**src/rtl/serial_subtractor_4bit.sv**
```systemverilog
// serial_subtractor_4bit
// Bit-serial subtractor: D = A - B - Bin, one bit per clock, LSB first,
// through a single full-subtractor cell and a registered borrow. A start/done
// handshake frames each operation; results are registered and held until the
// next completion.

module serial_subtractor_4bit #(
  parameter int N = 4
) (
  input  logic         clk,
  input  logic         rst,
  input  logic         start,
  input  logic [N-1:0] a,
  input  logic [N-1:0] b,
  input  logic         bin,
  output logic         busy,
  output logic         done,
  output logic [N-1:0] d,
  output logic         bout,
  output logic         ovf
);

  // Counter holds 0..N, so it needs one bit more than the bit index.
  localparam int CW = $clog2(N) + 1;
  localparam int IW = CW - 1;

  typedef enum logic [1:0] {
    IDLE  = 2'd0,
    SHIFT = 2'd1,
    DONE  = 2'd2
  } state_t;

  state_t         state_q, state_d;
  logic [N-1:0]   a_q, a_d;        // latched minuend
  logic [N-1:0]   b_q, b_d;        // latched subtrahend
  logic           br_q, br_d;      // running borrow
  logic [CW-1:0]  cnt_q, cnt_d;    // index of the bit processed next
  logic [N-1:0]   diff_q, diff_d;  // difference assembled bit by bit
  logic [N-1:0]   dout_q, dout_d;  // published difference
  logic           bout_q, bout_d;  // published borrow-out
  logic           ovf_q, ovf_d;    // published signed overflow

  // Full-subtractor cell signals for the current bit.
  logic [IW-1:0]  idx;
  logic           a_bit;
  logic           b_bit;
  logic           diff_bit;
  logic           br_next;
  logic           last_bit;
  logic [N-1:0]   diff_ins;

  // Single full-subtractor cell operating on bit cnt_q of the latched operands.
  always_comb begin
    idx      = cnt_q[IW-1:0];
    a_bit    = a_q[idx];
    b_bit    = b_q[idx];
    diff_bit = a_bit ^ b_bit ^ br_q;
    br_next  = (~a_bit & b_bit) | (~(a_bit ^ b_bit) & br_q);
    last_bit = (cnt_q == CW'(N - 1));
    diff_ins      = diff_q;
    diff_ins[idx] = diff_bit;
  end

  // Next-state and datapath control for the IDLE/SHIFT/DONE sequence.
  always_comb begin
    // NOTE: every variable gets its hold value first, so no path leaves one
    // unassigned and no latch is inferred.
    state_d = state_q;
    a_d     = a_q;
    b_d     = b_q;
    br_d    = br_q;
    cnt_d   = cnt_q;
    diff_d  = diff_q;
    dout_d  = dout_q;
    bout_d  = bout_q;
    ovf_d   = ovf_q;

    unique case (state_q)
      IDLE: begin
        if (start) begin
          state_d = SHIFT;
          a_d     = a;
          b_d     = b;
          br_d    = bin;
          cnt_d   = '0;
          diff_d  = '0;
        end
      end

      SHIFT: begin
        diff_d = diff_ins;
        br_d   = br_next;
        cnt_d  = cnt_q + CW'(1);
        if (last_bit) begin
          // Publish results on the edge that processes the MSB.
          state_d = DONE;
          dout_d  = diff_ins;
          bout_d  = br_next;
          ovf_d   = (a_q[N-1] ^ b_q[N-1]) & (diff_bit ^ a_q[N-1]);
        end
      end

      DONE: begin
        state_d = IDLE;
      end

      default: begin
        state_d = IDLE;
      end
    endcase
  end

  // State and datapath registers with synchronous reset that aborts any
  // operation in flight.
  always_ff @(posedge clk) begin
    // NOTE: sequential state uses non-blocking assignments so every register
    // samples the pre-edge values regardless of statement order.
    if (rst) begin
      state_q <= IDLE;
      a_q     <= '0;
      b_q     <= '0;
      br_q    <= 1'b0;
      cnt_q   <= '0;
      diff_q  <= '0;
      dout_q  <= '0;
      bout_q  <= 1'b0;
      ovf_q   <= 1'b0;
    end else begin
      state_q <= state_d;
      a_q     <= a_d;
      b_q     <= b_d;
      br_q    <= br_d;
      cnt_q   <= cnt_d;
      diff_q  <= diff_d;
      dout_q  <= dout_d;
      bout_q  <= bout_d;
      ovf_q   <= ovf_d;
    end
  end

  // All outputs come straight from registers.
  assign busy = (state_q != IDLE);
  assign done = (state_q == DONE);
  assign d    = dout_q;
  assign bout = bout_q;
  assign ovf  = ovf_q;

endmodule

```
**config.mk**
```make
export PLATFORM = sky130hd
export DESIGN_NAME = serial_subtractor_4bit
export DESIGN_NICKNAME = d
export VERILOG_FILES = /design/src/rtl/serial_subtractor_4bit.sv
export SDC_FILE = /design/constraint.sdc
export NUM_CORES = 1
export LEC_CHECK = 0
export CAP_MARGIN = 20
export CORE_UTILIZATION = 50
export CTS_BUF_LIST = sky130_fd_sc_hd__clkbuf_4 sky130_fd_sc_hd__clkbuf_8 sky130_fd_sc_hd__clkbuf_16
export DETAILED_ROUTE_END_ITERATION = 12
export PLACE_DENSITY = 0.86
export SLEW_MARGIN = 5
export SYNTH_ARGS = -nofsm -noshare
export SYNTH_HDL_FRONTEND = slang
export SYNTH_SLANG_ARGS = --single-unit
```
**constraint.sdc**
```tcl
create_clock -name clk -period 2.7 [get_ports clk]
set_clock_uncertainty 0.2 [all_clocks]
set_input_delay 0.27 -clock clk [delete_from_list [all_inputs] [get_ports clk]]
set_output_delay 0.27 -clock clk [all_outputs]
set_load 0.03 [all_outputs]
```
After elaboration in Yosys (flattened, before gate mapping)
Index checks and enable logic that the tools add are counted.

word-level totals
  register bits = 24
  input bits = 12
  output and inout bits = 8
  word-level logic and storage cells = 51

operators by class
  add/sub/neg operators = 1
  magnitude comparators = 2
  equality and inequality tests = 5
  mux-type cells = 16
  bitwise operators = 10
  reduce and logical (&&, ||, !) cells = 8

operators with widths
  operator                                                                             count
  4-bit case mux with 2 select lines                                                   1
  2-bit AND reduction                                                                  4
  3-bit case mux with 2 select lines                                                   1
  1-bit binary-select mux with 2-bit select                                            2
  4-bit bitwise mux                                                                    1
  1-bit two-way mux                                                                    4
  2-bit two-way mux                                                                    2
  4-bit two-way mux                                                                    1
  2-bit inequality test, second input constant                                         2
  2-bit case mux with 2 select lines                                                   1
  2-bit nonzero test                                                                   2
  1-bit XOR                                                                            4
  3-bit by 1-bit adder with 3-bit output, second input constant                        1
  1-bit bitwise AND                                                                    3
  3-bit by 2-bit equality test with 1-bit output, second input constant                1
  2-bit by 3-bit < comparator with 1-bit output, second input constant                 1
  3-bit two-way mux                                                                    1
  1-bit demux with 2-bit select                                                        1
  2-bit by 1-bit equality test with 1-bit output, second input constant                1
  2-bit equality test, second input constant                                           1
  2-bit by 1-bit greater-or-equal comparator with 1-bit output, second input constant  1
  2-bit zero test                                                                      1
  1-bit NOT                                                                            2
  1-bit case mux with 2 select lines                                                   1
  2 further kinds                                                                      2

Logic depth before layout (Yosys ltp)
  depth after elaboration = 7
  depth in mapped cells = 6
  mapped depth without buffers = 6

Worst setup path before layout
No wires, ideal clock.

  path type = reg-to-reg
  from = register cnt_q[0]
  to = register ovf_q, in the netlist ovf
  library setup time = 91 ps
  arrival = 2073 ps
  data required time = 2409 ps
  path slack = 336 ps
  stages on the path, launching flop included = 5
  path buffers = 0
  cells stage by stage = dfxtp_1 > mux4_2 > fa_1 > or3b_1 > a311oi_1

on the way
  longest elaborated chain between the ends = 6

RTL lines
  what                                                                 RTL line  source
  start: declaration                                                   37        logic [CW-1:0] cnt_q, cnt_d;
  start signal: assignment                                             133       cnt_q <= cnt_d;
  1-bit binary-select mux with 2-bit select, on equally long branches  55, 56
  1-bit two-way mux, on equally long branches                          55, 56
  1-bit XOR (2 in series)                                              57        diff_bit = a_bit ^ b_bit ^ br_q;
  1-bit XOR                                                            99        ovf_d = (a_q[N-1] ^ b_q[N-1]) & (diff_bit ^ a_q[N-1]);
  1-bit bitwise AND                                                    99
  end signal: assignment                                               137       ovf_q <= ovf_d;
  end: declaration                                                     41        logic ovf_q, ovf_d;

Parallel ways exist; a longest one is shown, timed or not. The select of a mux whose other input is x is not followed.
A chain may end at the register's enable or synchronous reset.

Final worst setup path
Same ends and word-level chain as after synthesis.

==> flow_summary.yaml <==
cells_and_area:
  layout_commonest_cell: "dfxtp_1"
  fill_cells: 189
  drive_gt1_share_pct: 8.45
  diodes: 0
  syn_to_final_growth_pct: 18.7
  final_area_sq_mm: 0.00137
  layout_common_cells: "dfxtp_1 (24), nand2_1 (22), clkdlybuf4s50_1 (19), a21oi_1 (14), nor2_1 (8)"
  seq_area_sq_um: 480
  finish.net_count: 161
  multi_input_area_sq_um: 611
routing:
  wl_per_cell_microns: 12.8
  drc_errors: 0
  totalWireLength_microns: 2180
  initialDrtViolationCount: 16
  final_antenna_net_count: 0
  via_count: 937
  firstDrtPassIters: 4
  via_per_inst: 5.51
logic_synthesis:
  synth_cell_types: 31
  synth_top_family_by_area: "simple AND/OR/NAND/NOR gates"
  synth_warnings: 0
  ys_seq_area_share_pct: 41.6
  syn_avg_cell_area_sq_um: 9.24
  syn_nets: 143
  synth-simple-area-share_pct: 23.2
  synth_cells: 125
  syn_area_sq_mm: 0.00115
  ys_ff_latch: 24
  synthMuxAreaShare_pct: 8.23
  synth-compound-area-share_pct: 14.3
  async_reset_ff_share_pct: 0
  ys.flop_type: "dfxtp_1"
  synthXorXnorAreaFrac_pct: 0
  synth_fa_ha_area_share_pct: 7.15
  synth_enable_flop_cells: 0
timing:
  post-route-period-util_pct: 94.4
  setup_tns_ns: 0
  relSlewSlack_pct: 43.2
  worst_pin_slew_ns: 0.850
  rsz0062_at_grt: "no"
  finalWorstSetupSlack_ns: 0.152
  setup_viol: 0
  hold_viol_final: 0
  final_max_slew_viol_count: 0
  fmax_mhz: 392
  fin_crit_ns: 2.55
clocking:
  cts_tree: "done"
  worstSkewPairLatency_ns: 0.31
  post-cts-setup-buffers: 0
  numCtsBuffers: 3
  cts_root_buf: "clkbuf_4"
  clock_sinks: 24
  cts.repair.resized: 0
  clk_pin_slew_worst_paths_ns: 0.13
  clock_path_buffers: 2
  cts_htree_levels: 1
  holdBufCountCts: 0
run_status:
  status: "finished clean"
placed_design:
  placedInstanceArea_sq_mm: 0.00134
  dpl_worst_slack_ns: 0.193
  io_buffers: 19
  dp_hpwl_microns: 1650
  place_congestion: 0.783
die:
  fp-row-count: 17
  die_area_sq_mm: 0.00251
  start_util_pct: 52.7
  die_h_microns: 50.1
  top_level_ports: 20
  dieWidth_microns: 50.1
  coreArea_sq_mm: 0.00219
power:
  peakVddDrop_mv: 0.306
  p_leak_nw: 0.486
  power_density_mw_per_mm2: 492
global_route:
  antenna_found_initial: 0
  grt_pass1_wl_microns: 3580
  grt_max_degree: 25
  grt-ovfl-total: 0
  track_usage_pct: 18.8
  grt_pass1_vias: 849
run:
  cap_violations: 0
worst_setup_path:
  critPathKind: "reg -> reg"
  ff2ff_path_depth: 4
  endpoint_kind: "flip-flop"
  worstPathMaxFanout: 7
  cp-start-kind: "flip-flop"
  max_stage_delay_ns: 0.58
  worst_path_max_delay_cell: "fa_1"
  required_ns: 2.72
  arrival_ns: 2.57
  path_cells: "mux4_2 > fa_1 > or3b_1 > a311oi_1"
hold_path:
  hp-class: "reg -> reg"
  worstHoldPathCells: 2
## path summary, 6_finish.rpt
path / start / endpoint / slack (ns)
setup / recovery: cnt_q[0] / ovf / 0.15
hold / removal: a_q[2] / a_q[2] / 0.27
setup reg to reg: cnt_q[0] / ovf / 0.15
hold reg to reg: a_q[2] / a_q[2] / 0.27
## where the power goes
group / switching, mW / internal, mW
clock: 0.104 / 0.0824
sequential: 0.0143 / 0.368
combinational: 0.0530 / 0.0541
total: 0.171 / 0.504
## sequential cells by signal, summed over array words and instances (netlist names)
signal / cells
diff_q: 4
state_q: 2
br_q: 1
ovf: 1
a_q: 4
b_q: 4
bout: 1
d: 4
cnt_q: 3
## through the flow
stage	hold slack [ns]	utilization, %	total power, mW	instances
5_1_grt	0.289	62.6	0.708	170
3_3_place_gp	0.246	60.9	0.490	166
3_5_place_dp	0.259	60.9	0.497	166
4_1_cts	0.277	62.6	0.683	170
2_1_floorplan	0.142	-	0.462	125
6_report	0.275	62.6	0.675	170
## metal layers
layer  GRT usage (%)  vias up  wire length, microns
met5               0        -                     0
met4            6.67        0                    28
met3            4.63        5                    93
met2            32.9       26                  1120
met1            21.9      442                   943
li1                -      464                     -
## synth_stat cells, types with 3 or more instances
master,number,share of area (%)
dfxtp_1,24,42
nor2b_1,3,1.6
mux2i_1,5,4.3
o21ai_0,4,1.7
a211oi_1,6,3.9
ha_1,5,5.4
nand2_1,22,7.2
nor2_1,8,2.6
a21oi_1,14,6.1
inv_1,5,1.6
nor3b_1,5,3.3
## cell type report
cell class              instances  share of cell area [%]
multi-input cells              90                    44.5
inverters                       5                    1.37
clock buffers                   4                    2.65
well taps                      28                    2.55
repair buffers                 19                    13.9
flip-flops and latches         24                    35.0
## critical path, delay by kind of cell, from the launching register on
kind	cells	cell delay, ns
compound gates	1	0.25
fa+ha+maj	1	0.58
flops	1	0.49
mux	1	0.56
simple gates	1	0.38
## kinds of logic (layout without fill, tap and decap cells)
group | count (synthesis) | in the layout
simple gates | 49 | 49
mux | 7 | 7
flops | 24 | 24
buf+inv | 11 | 28
compound gates | 28 | 28
fa+ha+maj | 6 | 6
Power figures use the tool's default switching activity.
